### src/rtl/timer_pkg.sv
// Shared constants for the interval timer: FSM state encoding, register map and
// CTRL/STATUS bit positions.
package timer_pkg;

    typedef enum logic [1:0] {
        ST_IDLE = 2'd0,
        ST_LOAD = 2'd1,
        ST_RUN  = 2'd2,
        ST_DONE = 2'd3
    } timer_state_t;

    localparam logic [1:0] ADDR_CTRL   = 2'd0;
    localparam logic [1:0] ADDR_PERIOD = 2'd1;
    localparam logic [1:0] ADDR_COUNT  = 2'd2;
    localparam logic [1:0] ADDR_STATUS = 2'd3;

    localparam int CTRL_START    = 0;
    localparam int CTRL_STOP     = 1;
    localparam int CTRL_MODE     = 2;
    localparam int CTRL_IRQ_MASK = 3;

    localparam int STATUS_RUNNING = 0;
    localparam int STATUS_DONE    = 1;

endpackage

### src/rtl/timer_prescaler.sv
// Wrap counter that counts 0..MAX while enabled, with a synchronous clear and a
// one-cycle registered pulse in the cycle after each wrap.
module timer_prescaler #(
    parameter int WIDTH = 17,
    parameter int MAX   = 99999
) (
    input  logic CLK,
    input  logic RESET,
    input  logic enable,
    input  logic clear,
    output logic at_wrap,
    output logic wrap_pulse
);

    localparam logic [WIDTH-1:0] MAX_VALUE = WIDTH'(MAX);

    logic [WIDTH-1:0] count;

    // at_wrap lets the owner act on the wrap edge itself; wrap_pulse trails it by one cycle
    assign at_wrap = enable && (count == MAX_VALUE);

    always_ff @(posedge CLK or posedge RESET) begin
        if (RESET) begin
            count      <= '0;
            wrap_pulse <= 1'b0;
        end else begin
            wrap_pulse <= at_wrap;
            if (clear || at_wrap) begin
                count <= '0;
            end else if (enable) begin
                count <= count + WIDTH'(1);
            end
        end
    end

endmodule

### src/rtl/interval_timer_ctrl.sv
// Bus-programmable interval timer: register bank, control FSM and down-counter around a
// prescaler. Define TIMER_IRQ_EN to enable the masked level interrupt (CTRL[3]).
module interval_timer_ctrl
    import timer_pkg::*;
#(
    parameter int PRESCALE_WIDTH = 17,
    parameter int PRESCALE_MAX   = 99999,
    parameter int COUNT_WIDTH    = 16
) (
    input  logic                   CLK,
    input  logic                   RESET,
    input  logic [1:0]             BUS_ADDR,
    input  logic                   BUS_WE,
    input  logic [COUNT_WIDTH-1:0] BUS_DATA_IN,
    output logic [COUNT_WIDTH-1:0] BUS_DATA_OUT,
    output logic                   TICK_OUT,
    output logic                   EXPIRE_OUT,
    output logic                   RUNNING,
    output logic                   IRQ
);

    timer_state_t           state;
    logic [COUNT_WIDTH-1:0] period_reg;
    logic [COUNT_WIDTH-1:0] count_reg;
    logic                   mode_reg;
    logic                   done_reg;
    logic                   running_reg;
    logic                   expire_reg;

    logic ctrl_wr;
    logic period_wr;
    logic status_wr;
    logic start_cmd;
    logic stop_cmd;
    logic done_clear;
    logic tick_now;
    logic psc_enable;
    logic psc_clear;

    assign ctrl_wr    = BUS_WE && (BUS_ADDR == ADDR_CTRL);
    assign period_wr  = BUS_WE && (BUS_ADDR == ADDR_PERIOD);
    assign status_wr  = BUS_WE && (BUS_ADDR == ADDR_STATUS);
    assign start_cmd  = ctrl_wr && BUS_DATA_IN[CTRL_START];
    assign stop_cmd   = ctrl_wr && BUS_DATA_IN[CTRL_STOP];
    assign done_clear = status_wr && BUS_DATA_IN[STATUS_DONE];

    // A START or STOP write pre-empts any tick that would land on the same edge
    assign psc_enable = (state == ST_RUN) && !start_cmd && !stop_cmd;
    assign psc_clear  = (state == ST_LOAD);

    timer_prescaler #(
        .WIDTH (PRESCALE_WIDTH),
        .MAX   (PRESCALE_MAX)
    ) u_prescaler (
        .CLK        (CLK),
        .RESET      (RESET),
        .enable     (psc_enable),
        .clear      (psc_clear),
        .at_wrap    (tick_now),
        .wrap_pulse (TICK_OUT)
    );

    // Control FSM; a DONE set from expiry is written after the clear so it wins a race
    always_ff @(posedge CLK or posedge RESET) begin
        if (RESET) begin
            state       <= ST_IDLE;
            period_reg  <= '0;
            count_reg   <= '0;
            mode_reg    <= 1'b0;
            done_reg    <= 1'b0;
            running_reg <= 1'b0;
            expire_reg  <= 1'b0;
        end else begin
            expire_reg <= 1'b0;
            if (period_wr) begin
                period_reg <= BUS_DATA_IN;
            end
            if (ctrl_wr) begin
                mode_reg <= BUS_DATA_IN[CTRL_MODE];
            end
            if (done_clear) begin
                done_reg <= 1'b0;
            end

            if (stop_cmd) begin
                state       <= ST_IDLE;
                running_reg <= 1'b0;
            end else if (start_cmd && (state == ST_IDLE) && (period_reg == '0)) begin
                done_reg   <= 1'b1;
                expire_reg <= 1'b1;
            end else if (start_cmd) begin
                state       <= ST_LOAD;
                running_reg <= 1'b1;
            end else begin
                case (state)
                    ST_IDLE: begin
                    end
                    ST_LOAD: begin
                        if (period_reg == '0) begin
                            count_reg   <= '0;
                            done_reg    <= 1'b1;
                            expire_reg  <= 1'b1;
                            running_reg <= 1'b0;
                            state       <= ST_IDLE;
                        end else begin
                            count_reg <= period_reg;
                            state     <= ST_RUN;
                        end
                    end
                    ST_RUN: begin
                        if (tick_now) begin
                            if (count_reg == COUNT_WIDTH'(1)) begin
                                count_reg   <= '0;
                                done_reg    <= 1'b1;
                                expire_reg  <= 1'b1;
                                running_reg <= 1'b0;
                                state       <= ST_DONE;
                            end else if (count_reg != '0) begin
                                count_reg <= count_reg - COUNT_WIDTH'(1);
                            end
                        end
                    end
                    ST_DONE: begin
                        if (mode_reg) begin
                            state       <= ST_LOAD;
                            running_reg <= 1'b1;
                        end else begin
                            state <= ST_IDLE;
                        end
                    end
                    default: begin
                        state       <= ST_IDLE;
                        running_reg <= 1'b0;
                    end
                endcase
            end
        end
    end

    assign EXPIRE_OUT = expire_reg;
    assign RUNNING    = running_reg;

`ifdef TIMER_IRQ_EN
    logic irq_mask_reg;

    always_ff @(posedge CLK or posedge RESET) begin
        if (RESET) begin
            irq_mask_reg <= 1'b0;
        end else if (ctrl_wr) begin
            irq_mask_reg <= BUS_DATA_IN[CTRL_IRQ_MASK];
        end
    end

    assign IRQ = done_reg & irq_mask_reg;
`else
    assign IRQ = 1'b0;
`endif

    always_comb begin
        BUS_DATA_OUT = '0;
        case (BUS_ADDR)
            ADDR_CTRL: begin
                BUS_DATA_OUT[CTRL_MODE] = mode_reg;
`ifdef TIMER_IRQ_EN
                BUS_DATA_OUT[CTRL_IRQ_MASK] = irq_mask_reg;
`endif
            end
            ADDR_PERIOD: BUS_DATA_OUT = period_reg;
            ADDR_COUNT:  BUS_DATA_OUT = count_reg;
            ADDR_STATUS: begin
                BUS_DATA_OUT[STATUS_RUNNING] = running_reg;
                BUS_DATA_OUT[STATUS_DONE]    = done_reg;
            end
            default: begin
            end
        endcase
    end

endmodule

### config.mk
export PLATFORM = sky130hd
export DESIGN_NAME = interval_timer_ctrl
export DESIGN_NICKNAME = d
export VERILOG_FILES = /design/src/rtl/timer_pkg.sv /design/src/rtl/timer_prescaler.sv /design/src/rtl/interval_timer_ctrl.sv
export SDC_FILE = /design/constraint.sdc
export NUM_CORES = 1
export LEC_CHECK = 0
export BUFFER_PORTS_ARGS = -buffer_cell sky130_fd_sc_hd__buf_2
export CAP_MARGIN = 20
export CORE_MARGIN = 4
export CORE_UTILIZATION = 25
export DETAILED_ROUTE_END_ITERATION = 6
export PLACE_DENSITY = 0.4
export SETUP_SLACK_MARGIN = 0.1
export SYNTH_ARGS = -nofsm -noshare
export SYNTH_HDL_FRONTEND = slang
export SYNTH_SLANG_ARGS = --single-unit
export TNS_END_PERCENT = 5
### constraint.sdc
create_clock -name CLK -period 3.1 [get_ports CLK]
set_input_delay 0.62 -clock CLK [delete_from_list [all_inputs] [get_ports CLK]]
set_output_delay 0.62 -clock CLK [all_outputs]
set_load 0.05 [all_outputs]
==> results.sh, run 1 <==
export IMPL_status="complete, no violations"
export IMPL_crit_type="primary input to output pin"
export IMPL_syn_nets=412
export IMPL_port_buffers=39
export IMPL_fin_nets=448
export IMPL_worstPathRequired_ps=2480
export IMPL_hold_buffers=0
export IMPL_synth_edf_count=0
export IMPL_routed_wl_um=9980
export IMPL_skew_ps=7.71
export IMPL_drv_cap=0
export IMPL_max_vdd_ir_drop_mv=0.279
export IMPL_drive_above_1_share_pct=22.9
export IMPL_avgSynthCellArea_um2=9.31
export IMPL_synth_cells=378
export IMPL_core_area_mm2=0.0138
export IMPL_io_pins=41
export IMPL_async_reset_ff_share_pct=100
export IMPL_grt_max_degree=41
export IMPL_post_drt_wl_per_cell_um=16.8
export IMPL_synth_seq_cells=56
export IMPL_slew_violations=0
export IMPL_finalCritPeriodShare_pct=85.1
export IMPL_routed_via_density=5.00
export IMPL_reg2reg_from="count_reg[9]$_DFFE_PP0P_"
export IMPL_cp_end_kind="output pin"
export IMPL_cts_root_buf="clkbuf_16"
export IMPL_synthToLayoutAreaGrowth_pct=14.5
export IMPL_yosys_warnings=0
export IMPL_cp_start_kind="primary input"
export IMPL_hp_class="primary input to async pin"
export IMPL_clock_fmax_mhz=379
export IMPL_crit_path_max_fanout=9
export IMPL_cts_tree="built"
export IMPL_grt_util_all_layers_pct=13.0
export IMPL_finalSetupViolations=0
export IMPL_initial_core_util_pct=25.5
export IMPL_vias=2976
export IMPL_cts_setup_buffers=0
export IMPL_overflow=0
export IMPL_cts_max_level=2
export IMPL_power_density_mw_per_mm2=847
export IMPL_core_rowCount=43
export IMPL_ys_flop_type="dfrtp_1"
export IMPL_grt_pass1_vias=3134
export IMPL_numCtsBuffers=5
export IMPL_cts_resized=0
export IMPL_route_detailed_drc=0
export IMPL_die_x_um=127
export IMPL_synth_area_top_cells="dfrtp_1 (40%), mux2_2 (5.8%), nor2_1 (4.7%)"
export IMPL_dieHeight_um=127
export IMPL_cts_buffer_depth=2
export IMPL_finalSetupTns_ps=0
export IMPL_synth_cell_area_mm2=0.00352
export IMPL_maxSlewHeadroom_pct=39.9
export IMPL_clk_pin_slew_ps=80
export IMPL_synth_top_cell_by_area="dfrtp_1"
export IMPL_worst_pin_slew_ps=900
export IMPL_clock_latency_ps=310
export IMPL_critPathLaunch="BUS_ADDR[1]"
export IMPL_first_iter_violations=276
export IMPL_p_leak_nw=1.73
export IMPL_total_power_w=0.00341
export IMPL_first_pass_iters=5
export IMPL_synth_common_cells="dfrtp_1 (56), nor2_1 (44), nand2_1 (28)"
export IMPL_synth_distinct_cells=54
export IMPL_rsz0062_at_grt="false"
export IMPL_cts_sinks=56
export IMPL_synth_top_area_share_pct=39.8
export IMPL_hold_viol=0
export IMPL_seq_area_frac_synth_pct=39.8
export IMPL_gp_congestion=0.785
export IMPL_dieArea_mm2=0.0160
export IMPL_period_minus_slack_ps=2640
export IMPL_postRouteAntennaNets=0
export IMPL_largest_reg_flops=17
export IMPL_antenna_cells=0
export IMPL_antenna_found_initial=0
export IMPL_synth_most_common_cell="dfrtp_1"
export IMPL_post_dp_hpwl_um=7470
export IMPL_critPathArrivalTime_ps=2020
export IMPL_grt_pass1_wl_um=16800
==> cells in the final DEF, fill, tap and decap left out, types with 9 or more instances in the layout <==
cell type  netlist  layout
nand3_1         14      14
a21oi_1         20      20
ha_1            13      13
nor3_1          11      11
nor2b_1         14      14
inv_1           10       9
buf_2            2      39
buf_4            2      10
o21ai_0         23      23
dfrtp_1         56      56
o21ai_2          9       9
nand2_1         28      28
mux2_2          18      18
nor2_1          44      44
a22oi_1         19      19
==> final cells by class <==
class                      count  area, µm²
clock buffer                   5        125
tap                          180        225
clock inverter                 3       21.3
fill                        1489       9800
multi-input combinational    292       1950
sequential                    56       1400
inverter                      10       37.5
timing repair buffer          49        270
==> cell families (layout without fill, tap and decap cells) <==
group	after synthesis	count (layout)	share of synthesized area [%]
simple gates	152	152	23.1
compound gates	94	94	18.3
flops	56	56	39.8
buf+inv	30	67	4.80
mux	18	18	5.76
xor+xnor	14	14	3.48
fa+ha+maj	13	13	4.62
other cells	1	1	0.107
==> report_power, final <==
group / internal (W) / switching (W)
Clock: 0.000302 / 0.000285
Combinational: 0.000606 / 0.00103
Sequential: 0.000925 / 0.000268
Total: 0.00183 / 0.00158
==> critical path, stage by stage <==
cell and delay (ps):
buf_2 120, inv_1 90, ha_1 410, buf_4 250
a22oi_1 100, nor2b_1 130, buf_2 270
==> routing by layer <==
metal / wire (µm) / share of wire (%) / track usage (%)
met1: 4590 / 46 / 17.3
met2: 4890 / 49 / 21.5
met3: 355 / 3.6 / 2.48
met4: 142 / 1.4 / 4.10
met5: 0 / 0 / 0
==> path summary, 6_finish.rpt <==
path | endpoint | slack [ps] | cells after the start
hold reg to reg | u_prescaler.count[1]$_DFFE_PP0P_ | 550 | 2
hold / removal | period_reg[10]$_DFFE_PP0P_ | 510 | 2
setup reg to reg | count_reg[4]$_DFFE_PP0P_ | 570 | 6
min in group CLK | period_reg[3]$_DFFE_PP0P_ | 550 | 2
max in group asynchronous | count_reg[2]$_DFFE_PP0P_ | 1910 | 3
setup / recovery | BUS_DATA_OUT[4] | 460 | 7
==> per-stage QoR <==
step	area [µm²]	hold slack [ps]	instances	setup WS [ps]	utilization [%]
2_1_floorplan	3520	501	378	296	-
3_3_place_gp	3880	534	587	267	28.1
3_5_place_dp	3880	544	587	216	28.1
4_1_cts	4030	538	595	436	29.1
5_1_grt	4030	544	595	326	29.1
6_report	4030	508	595	461	29.1
No activity file was read; power rests on OpenSTA's default activity.
==> run 2, diff against run 1 <==
MAX_ROUTING_LAYER = met4   (was not set)
PLACE_DENSITY = not set   (was 0.4)
PLACE_DENSITY_LB_ADDON = 0.12   (was not set)
==> run 2 against run 1 <==
Effect of this change: sequential share of layout area down 0.28 points; setup slack worse by 50 ps; first-iteration DRC count down 38%; hold slack worse by 160 ps; clock power up 10%; sequential power about the same; register-to-register slack worse by 40 ps; critical path type unchanged; largest cell class unchanged; largest power group unchanged; highest routed layer unchanged.
==> results.sh, run 2 (synthesis gave the netlist of run 1 again) <==
export IMPL_clock_latency_ps=300
export IMPL_cts_sinks=56
export IMPL_grt_pass1_wl_um=16400
export IMPL_drv_cap=0
export IMPL_slew_violations=0
export IMPL_cts_buffer_depth=2
export IMPL_skew_ps=9.08
export IMPL_port_buffers=39
export IMPL_cts_root_buf="clkbuf_16"
export IMPL_routed_via_density=4.99
export IMPL_p_leak_nw=1.75
export IMPL_numCtsBuffers=5
export IMPL_finalCritPeriodShare_pct=86.7
export IMPL_cts_setup_buffers=0
export IMPL_dieArea_mm2=0.0160
export IMPL_initial_core_util_pct=25.5
export IMPL_crit_type="primary input to output pin"
export IMPL_routed_wl_um=10100
export IMPL_cp_start_kind="primary input"
export IMPL_slowest_delay_ps=440
export IMPL_status="complete, no violations"
export IMPL_die_x_um=127
export IMPL_core_area_mm2=0.0138
export IMPL_pwr_share_clk_pct=18.5
export IMPL_finalSetupViolations=0
export IMPL_grt_max_degree=24
export IMPL_p_sw_w=0.00157
export IMPL_clk_pin_slew_ps=70
export IMPL_cts_tree="built"
export IMPL_drive_above_1_share_pct=23.0
export IMPL_first_iter_violations=171
export IMPL_cp_common_cell="buf_2"
export IMPL_gp_congestion=0.819
export IMPL_worstPathRequired_ps=2480
export IMPL_cts_max_level=2
export IMPL_globalRouteMet3Util_pct=2.02
export IMPL_power_internal_w=0.00193
export IMPL_dieHeight_um=127
export IMPL_worst_path_max_delay_cell="ha_1"
export IMPL_max_vdd_ir_drop_mv=0.347
export IMPL_layout_common_cells="dfrtp_1 (56), nor2_1 (44), buf_2 (39), nand2_1 (28), o21ai_0 (23)"
export IMPL_maxSlewHeadroom_pct=56.4
export IMPL_largest_reg_flops=17
export IMPL_power_frac_seq_pct=34.2
export IMPL_critPathArrivalTime_ps=2070
export IMPL_fillers=1453
export IMPL_grt_use_met1_pct=17.0
export IMPL_crit_path_max_fanout=9
export IMPL_finalSetupTns_ps=0
export IMPL_busiest_layer="met2"
export IMPL_core_rowCount=43
export IMPL_period_minus_slack_ps=2690
export IMPL_combinationalPowerShare_pct=47.3
export IMPL_io_pins=41
export IMPL_postRouteAntennaNets=0
export IMPL_hp_class="primary input to async pin"
export IMPL_holdWs_ps=350
export IMPL_met2_usage_pct=20.5
export IMPL_crit_chain="buf_2 > inv_1 > ha_1 > buf_4 > a22oi_1 > nor2b_1 > buf_2"
export IMPL_power_density_mw_per_mm2=862
export IMPL_clock_fmax_mhz=372
export IMPL_overflow=0
export IMPL_fin_nets=450
export IMPL_worst_pin_slew_ps=648
export IMPL_p_sw_share_pct=45.0
export IMPL_rsz0062_at_grt="false"
export IMPL_hold_buffers=0
export IMPL_grt_util_all_layers_pct=13.0
export IMPL_cp_end_kind="output pin"
export IMPL_synthToLayoutAreaGrowth_pct=15.4
export IMPL_cp_top_family="buffers and inverters"
export IMPL_vias=2980
export IMPL_antenna_found_initial=0
export IMPL_route_detailed_drc=0
export IMPL_post_drt_wl_per_cell_um=16.9
export IMPL_grt_pass1_vias=3014
export IMPL_first_pass_iters=7
export IMPL_final_common_cell="dfrtp_1"
export IMPL_cts_resized=0
export IMPL_post_dp_hpwl_um=7690
export IMPL_hold_viol=0
export IMPL_cp_buffers_inverters=4
export IMPL_antenna_cells=0
-- run 2: final timing paths --
check | start | end | slack [ps] | cells after the start
max in group asynchronous | RESET | state[0]$_DFFE_PP0P_ | 2090 | 3
max | BUS_ADDR[1] | BUS_DATA_OUT[3] | 410 | 7
min in group CLK | BUS_DATA_IN[3] | period_reg[3]$_DFFE_PP0P_ | 550 | 2
min reg2reg | u_prescaler.count[16]$_DFFE_PP0P_ | u_prescaler.count[16]$_DFFE_PP0P_ | 560 | 2
min | RESET | period_reg[13]$_DFFE_PP0P_ | 350 | 2
max reg2reg | count_reg[1]$_DFFE_PP0P_ | count_reg[10]$_DFFE_PP0P_ | 530 | 8
-- run 2: metrics by stage --
stage	cell area [µm²]	setup WS [ps]	util [%]	total power, W	cells
after floorplan	3520	296	-	0.00248	378
after global placement	3900	281	28.2	0.00290	589
after detailed placement	3900	223	28.2	0.00287	589
after CTS	4060	399	29.4	0.00353	597
after global routing	4060	333	29.4	0.00376	597
final	4060	411	29.4	0.00350	597
-- run 2: cell type report --
cell class | count | area (µm²) | area share [%]
multi-input cells | 292 | 1950 | 48.0
flip-flops and latches | 56 | 1400 | 34.5
clock inverters | 2 | 35.0 | 0.862
clock buffers | 6 | 129 | 3.17
well taps | 180 | 225 | 5.54
repair buffers | 51 | 285 | 7.02
inverters | 10 | 37.5 | 0.924
-- run 2: metal layers --
layer  share of wire, %  wire [µm]
met4                2.1        216
met3                3.4        344
met2                 48       4880
met5                  0          0
met1                 46       4640
-- run 2: worst reg2reg max path, stage by stage, from the launching register on --
cell	delay, ps
dfrtp_1	420
inv_1	120
ha_1	250
nor4b_1	330
nand4_1	300
nand2_1	420
nor2_1	80
or3_1	310
a22o_1	230
-- run 2: power groups by stage --
stage | registers [W] | clock network [W] | logic, W
2_1_floorplan | 0.00111 | 0 | 0.00137
3_3_place_gp | 0.00121 | 0 | 0.00169
3_5_place_dp | 0.00121 | 0 | 0.00166
4_1_cts | 0.00120 | 0.000671 | 0.00167
5_1_grt | 0.00123 | 0.000696 | 0.00184
6_report | 0.00120 | 0.000648 | 0.00166
